$ cat config.mk
export PLATFORM = sky130hd
export DESIGN_NAME = score_display
export DESIGN_NICKNAME = d
export VERILOG_FILES = /design/src/rtl/score_display.sv
export SDC_FILE = /design/constraint.sdc
export NUM_CORES = 1
export LEC_CHECK = 0
export ABC_AREA = 1
export CORE_MARGIN = 2
export CORE_UTILIZATION = 51
export DETAILED_ROUTE_END_ITERATION = 12
export PLACE_DENSITY = 0.81
export SETUP_SLACK_MARGIN = 0.05
export SLEW_MARGIN = 40
export SYNTH_ARGS = -nofsm -noshare
export SYNTH_HDL_FRONTEND = slang
export SYNTH_SLANG_ARGS = --single-unit
$ cat constraint.sdc
create_clock -name Clock -period 2.1 [get_ports Clock]
set_input_delay 0.63 -clock Clock [delete_from_list [all_inputs] [get_ports Clock]]
set_output_delay 0.63 -clock Clock [all_outputs]
set_load 0.02 [all_outputs]
$ cat src/rtl/score_display.sv
// score_display: converts the selected score (run score or high score) to six
// active-low seven-segment digits using a sequential double-dabble converter.
// The displayed digits only change once a conversion has fully completed, so
// the display never shows intermediate BCD values.
module score_display #(
  parameter int unsigned MAX_VALUE = 999999
) (
  input  logic        Clock,
  input  logic        reset,
  input  logic [31:0] score,
  input  logic [31:0] highScore,
  input  logic        showHS,
  input  logic        blank,
  output logic [6:0]  HEX0,
  output logic [6:0]  HEX1,
  output logic [6:0]  HEX2,
  output logic [6:0]  HEX3,
  output logic [6:0]  HEX4,
  output logic [6:0]  HEX5,
  output logic        busy,
  output logic        overflow
);

  typedef enum logic [1:0] {
    IDLE  = 2'd0,
    LOAD  = 2'd1,
    SHIFT = 2'd2,
    DONE  = 2'd3
  } state_t;

  localparam int          BIN_W      = 20;
  localparam int          BCD_W      = 24;
  localparam logic [4:0]  LAST_SHIFT = 5'(BIN_W - 1);
  localparam logic [31:0] MAX_V32    = 32'(MAX_VALUE);
  localparam logic [19:0] MAX_V20    = 20'(MAX_VALUE);
  localparam logic [6:0]  SEG_OFF    = 7'b1111111;
  localparam logic [6:0]  SEG_ZERO   = 7'b1000000;

  // Active-low {g,f,e,d,c,b,a} pattern for one decimal digit.
  function automatic logic [6:0] seg_encode(input logic [3:0] digit);
    logic [6:0] seg;
    case (digit)
      4'd0:    seg = 7'b1000000;
      4'd1:    seg = 7'b1111001;
      4'd2:    seg = 7'b0100100;
      4'd3:    seg = 7'b0110000;
      4'd4:    seg = 7'b0011001;
      4'd5:    seg = 7'b0010010;
      4'd6:    seg = 7'b0000010;
      4'd7:    seg = 7'b1111000;
      4'd8:    seg = 7'b0000000;
      4'd9:    seg = 7'b0010000;
      default: seg = SEG_OFF;
    endcase
    return seg;
  endfunction

  // Double-dabble correction: any nibble of 5 or more gets +3 before the shift,
  // so that it carries correctly into the next decade after doubling.
  function automatic logic [BCD_W-1:0] dabble_adjust(input logic [BCD_W-1:0] bcd);
    logic [BCD_W-1:0] adj;
    adj = bcd;
    for (int i = 0; i < BCD_W / 4; i++) begin
      if (bcd[i*4 +: 4] >= 4'd5) begin
        adj[i*4 +: 4] = bcd[i*4 +: 4] + 4'd3;
      end
    end
    return adj;
  endfunction

  state_t                 state_q, state_d;
  logic [31:0]            last_value_q, last_value_d;
  logic                   last_sel_q, last_sel_d;
  logic [BIN_W-1:0]       bin_q, bin_d;
  logic [BCD_W-1:0]       bcd_q, bcd_d;
  logic [4:0]             cnt_q, cnt_d;
  logic                   pend_ovf_q, pend_ovf_d;
  logic [5:0][6:0]        seg_q, seg_d;
  logic                   ovf_q, ovf_d;
  logic                   blank_q;

  logic [31:0]            sel_value;
  logic [BCD_W-1:0]       bcd_adj;
  logic [BCD_W+BIN_W-1:0] shift_word;
  logic [5:0][6:0]        seg_result;

  assign sel_value = showHS ? highScore : score;

  // Segment patterns for the finished BCD value, blanking leading zeros.
  // NOTE: every variable written in an always_comb gets a default first;
  // otherwise a path that skips an assignment infers a latch.
  always_comb begin
    logic leading;
    seg_result = '{default: SEG_OFF};
    leading    = 1'b1;
    for (int i = 5; i >= 1; i--) begin
      if (bcd_q[i*4 +: 4] != 4'd0) begin
        leading = 1'b0;
      end
      seg_result[i] = leading ? SEG_OFF : seg_encode(bcd_q[i*4 +: 4]);
    end
    seg_result[0] = seg_encode(bcd_q[3:0]);
  end

  // Next-state and datapath logic for the converter FSM.
  always_comb begin
    state_d      = state_q;
    last_value_d = last_value_q;
    last_sel_d   = last_sel_q;
    bin_d        = bin_q;
    bcd_d        = bcd_q;
    cnt_d        = cnt_q;
    pend_ovf_d   = pend_ovf_q;
    seg_d        = seg_q;
    ovf_d        = ovf_q;
    bcd_adj      = dabble_adjust(bcd_q);
    shift_word   = {bcd_adj, bin_q} << 1;

    case (state_q)
      IDLE: begin
        // The selection is captured here so that later input changes cannot
        // leak into a conversion already under way.
        if ((sel_value != last_value_q) || (showHS != last_sel_q)) begin
          last_value_d = sel_value;
          last_sel_d   = showHS;
          state_d      = LOAD;
        end
      end
      LOAD: begin
        if (last_value_q > MAX_V32) begin
          bin_d      = MAX_V20;
          pend_ovf_d = 1'b1;
        end else begin
          bin_d      = last_value_q[BIN_W-1:0];
          pend_ovf_d = 1'b0;
        end
        bcd_d   = '0;
        cnt_d   = '0;
        state_d = SHIFT;
      end
      SHIFT: begin
        bcd_d = shift_word[BCD_W+BIN_W-1:BIN_W];
        bin_d = shift_word[BIN_W-1:0];
        cnt_d = cnt_q + 5'd1;
        if (cnt_q == LAST_SHIFT) begin
          state_d = DONE;
        end
      end
      DONE: begin
        // Digits and overflow are committed in the same cycle.
        seg_d   = seg_result;
        ovf_d   = pend_ovf_q;
        state_d = IDLE;
      end
      default: state_d = IDLE;
    endcase
  end

  // State register with synchronous active-low reset.
  // NOTE: sequential state uses non-blocking assignments so every register
  // samples the pre-edge values, independent of statement order.
  always_ff @(posedge Clock) begin
    if (!reset) begin
      state_q      <= IDLE;
      last_value_q <= '0;
      last_sel_q   <= 1'b0;
      bin_q        <= '0;
      bcd_q        <= '0;
      cnt_q        <= '0;
      pend_ovf_q   <= 1'b0;
      seg_q        <= {{5{SEG_OFF}}, SEG_ZERO};
      ovf_q        <= 1'b0;
      blank_q      <= 1'b0;
    end else begin
      state_q      <= state_d;
      last_value_q <= last_value_d;
      last_sel_q   <= last_sel_d;
      bin_q        <= bin_d;
      bcd_q        <= bcd_d;
      cnt_q        <= cnt_d;
      pend_ovf_q   <= pend_ovf_d;
      seg_q        <= seg_d;
      ovf_q        <= ovf_d;
      blank_q      <= blank;
    end
  end

  // Blanking only masks the outputs; the stored digits stay intact.
  assign HEX0     = blank_q ? SEG_OFF : seg_q[0];
  assign HEX1     = blank_q ? SEG_OFF : seg_q[1];
  assign HEX2     = blank_q ? SEG_OFF : seg_q[2];
  assign HEX3     = blank_q ? SEG_OFF : seg_q[3];
  assign HEX4     = blank_q ? SEG_OFF : seg_q[4];
  assign HEX5     = blank_q ? SEG_OFF : seg_q[5];
  assign busy     = (state_q != IDLE);
  assign overflow = ovf_q;

endmodule

# == After elaboration in Yosys (flattened, before gate mapping) ==
# Memories as Yosys holds them, arrays and structs flattened. A register that Yosys moved wholly into a read port is not among the register bits.
# Index checks and enable logic that the tools add are counted.
# W data, S select, Z words.
# word_totals
memories,6
ff_bits,122
out_inout_bits,44
elab_cells,95
input_bits,68
romBits,672
# memory_table
name,words,word_bits,rd,rd_ports_with_merged_regs,write_ports,line_no,source
(no name shown),16,7,1,1,0,42,case (digit)
(no name shown),16,7,1,1,0,42,
(no name shown),16,7,1,1,0,42,
(no name shown),16,7,1,1,0,42,
(no name shown),16,7,1,1,0,42,
(no name shown),16,7,1,1,0,42,
# classes
eq_ne,8
reduce_logical,12
n_lt_le_gt_ge,7
mux,41
n_addsub,7
# ops
cell,count
$mux W7,11
$mux W4,15
$pmux W24 S2,1
$pmux W20 S2,1
$gt A32 B20 Y1 const B,1
$mux W32,1
$ne A32 B32 Y1,1
$ge A4 B3 Y1 const B,6
$add A4 B2 Y4 const B,5
$mux W20,1
$reduce_bool A4 Y1,5
$pmux W5 S2,1
$pmux W2 S4,1
$mux W1,6
$add A5 B1 Y5 const B,1
$eq A5 B5 Y1 const B,1
$eq A2 B2 Y1 const B,2
$mux W2,2
$ne A2 B2 Y1 const B,2
$reduce_and A2 Y1,2
$reduce_bool A2 Y1,2
$add A3 B2 Y3 const B,1
$mux W3,1
$eq A2 B1 Y1 const B,1
4 further kinds,4

# == Longest topological paths before layout ==
# depth
word_depth,7
depth_mapped,16
mapped_depth_nobuf,16

# == Least setup slack after synthesis ==
# OpenSTA, ideal clock, no wires.
# synth_timing
kind,reg2reg
start,register state_q[0]
end,register with a tool-made name
period_less_slack_ps,2298
t_required_ps,1968
arrival_ps,2166
path_slack_ps,-198
setup_ps,132
path_buffers,2
stages_incl_launch_ff,15
path_cell_list,dfxtp_1 -> inv_1 -> ha_1 -> clkbuf_1 -> nand2_1 -> inv_1 -> buf_2 -> o2111ai_1 -> a21oi_1 -> inv_1 -> ha_1 -> nand2_1 -> nand2_1 -> nand2_1 -> nand2_1
# synth_rtl
element,line_no,source
start: declaration,71,"state_t state_q, state_d;"
start signal: assignment,175,state_q <= state_d;

# == Final worst setup path ==
# layout_timing
start,input port score[22]
end,register last_value_q[19]
# layout_via
elab_chain_len,4
# layout_rtl
element,line_no,source
start: declaration,10,"input logic [31:0] score,"
$mux W32,87,assign sel_value = showHS ? highScore : score;
$ne A32 B32 Y1,123,if ((sel_value != last_value_q) || (showHS != last_sel_q)) begin
$logic_or A1 B1 Y1,123,
$reduce_and A2 Y1 (no line),n/a,
end signal: assignment,176,last_value_q <= last_value_d;
end: declaration,72,"logic [31:0] last_value_q, last_value_d;"
# No other way between the ends.
# A chain may end at the register's enable or synchronous reset.

==> impl_metrics.toml <==
[run_status]
status = "finished with violations"
failed_checks = "setup timing"

[timing]
slew_violations = 0
setup_viol_count_final = 43
timing.final.ws_setup_ps = -272
worst_pin_slew_ps = 697
hold_viol_final = 0
relSlewSlack = 0.529
whs_ps = 442
fin_crit_sh = 1.13
rsz0062_at_grt = "yes"
finClkSkew_ps = 8.25
finalCriticalPeriod_ps = 2370
clock.fmax_ghz = 0.422
fin_setup_tns_ps = -5570

[power_and_ir_drop]
power.density_nw_per_um2 = 873
peakVddDrop_mv = 0.823
leakage_nw = 6.10

[place]
place_area_um2 = 10900
port_buffers = 111
gp_congestion = 0.910
dp_hpwl_um = 16200
place_ws_ps = -464

[worst_setup_path]
critPathArrivalTime_ps = 2710
cp-endpoint = "last_value_q[19]"
reg2reg_depth = 12
start_kind = "primary input"
critPathMaxFanout = 5
r2r_start = "last_value_q[18]"
path_class = "in -> reg"
r2r_slack_ps = -130
worstSetupStartpoint = "score[22]"
worstSetupEndpointType = "flip-flop"
critPathRequiredTime_ps = 2440
reg2reg_to = "last_value_q[19]"

[cts]
clk_pin_slew_ps = 60
cts_buffers = 17
max-clock-path-buffers = 2
insertion_delay_ps = 430
ctsHtreeMaxLevel = 4
cts_tree = "built"
clock_sinks = 164
ctsRootBufferMaster = "clkbuf_16"

[global_routing]
gr-total-overflow = 0
grt_pass1_vias = 8176
antenna_found_initial = 0
grt_pass1_wl_um = 37100
grt_use_total = 0.249
grt_max_degree = 60

[floorplan]
die_w_um = 136
ios = 112
coreArea_um2 = 17100
die-area_um2 = 18400
die_y_um = 136
num_rows = 48
initial_core_util = 0.516

[routing]
vias = 9850
dr.pass1.iters = 9
viasPerCell = 5.64
drt_iter0_drc = 931
drt-wirelength-per-cell_um = 16.4
ant_nets = 0
wl_um = 28600
drc_errors = 0

[cells_and_area]
layout-drive-gt1-share = 0.325
final_cell_mix = "295 x nand2_1, 154 x dfxtp_1, 123 x inv_1"
fin_area_um2 = 12700
fin_util = 0.741
mostFrequentLayoutCell = "nand2_1"
diodes = 0
final_nets = 1630
areaGrowthSynthToFinish_pct = 43.5
fill_cells = 1137

[logic_synthesis]
ys_warn_count = 0
yosysUniqueCellTypes = 40
syn_area_um2 = 8830
synth.yosys.seq_area_share = 0.372
ys_seq_elements = 164
syn_nets = 1419
synth_flop_cell = "dfxtp_1"
synthesis.area_per_instance_um2 = 6.80
async_flop_share = 0
synth_edf_count = 0
syn_inst = 1300

[min_path]
hp-class = "reg -> reg"
min_path_cells = 2

[flow_run]
drv_cap = 0
[worst min-delay path by stage]
stage,start,to,slack [ps]
floorplan,flip-flop,seg_q[21],420
global placement,flip-flop,seg_q[26],420
detailed placement,flip-flop,seg_q[24],430
CTS,flip-flop,seg_q[29],450
global route,flip-flop,seg_q[37],470
finish,flip-flop,seg_q[26],440
[routing by layer]
| layer | share of wire | vias up | wire length, um | global-route usage |
|---|---|---|---|---|
| met5 | 0 | - | 0 | 0 |
| met4 | 0.048 | 0 | 1380 | 0.0810 |
| met3 | 0.081 | 159 | 2320 | 0.0434 |
| met2 | 0.48 | 524 | 13800 | 0.434 |
| met1 | 0.39 | 4543 | 11100 | 0.312 |
| li1 | - | 4624 | - | - |
[report_power, final]
group / switching, mW / leakage, nW / internal (mW)
Combinational: 2.47 / 4.50 / 1.66
Clock: 1.25 / 0.259 / 1.67
Sequential: 0.474 / 1.34 / 3.55
[worst max-delay path: stages]
cell	delay (ps)
clkdlybuf4s50_1	480
o21ai_2	180
nand2_1	60
nand2_1	80
nand2_1	50
nor2_1	170
nand2_1	130
nor2_4	250
nand2_4	190
nand2_4	150
nand2_1	80
a21oi_1	250
[cells in the mapped netlist, types with 25 or more instances]
master / count / area (um2)
nor2_1: 108 / 405
o22ai_1: 25 / 156
inv_1: 152 / 571
o21ai_0: 82 / 410
a21oi_1: 86 / 430
dfxtp_1: 164 / 3280
nand2_1: 363 / 1360
clkbuf_1: 37 / 139
nand3_1: 79 / 395
ha_1: 51 / 638
or2_2: 40 / 250
[timing repair]
action,CTS,global route
setup endpoints to repair,105,101
pin swaps,7,143
hold buffers,0,0
resized for setup,198,308
cloned,0,10
setup buffers,7,24
[cells by family (layout without fill, tap and decap cells)]
logic type / Yosys count / after routing / synth area share
AOI/OAI and AO/OA: 253 / 253 / 0.163
xor gates and xnor gates: 13 / 13 / 0.0129
adders and majority gates: 51 / 51 / 0.0722
buffers and inverters: 214 / 434 / 0.0960
DFF: 164 / 164 / 0.372
and+or+nand+nor: 605 / 607 / 0.284
[area by class of cell]
type,instances,area [um2],area share
multi-input cells,924,5600,0.442
flip-flops and latches,164,3300,0.260
repair buffers,250,2360,0.186
inverters,154,597,0.0471
clock buffers,20,457,0.0360
well taps,225,282,0.0222
clock inverters,10,85.1,0.00671
[through the flow]
stage	cells	power, mW
finish	1747	11.1
global route	1747	11.5
CTS	1713	10.2
detailed placement	1676	7.31
global placement	1676	7.20
floorplan	1300	6.18
No activity file was read; power rests on OpenSTA's default activity.
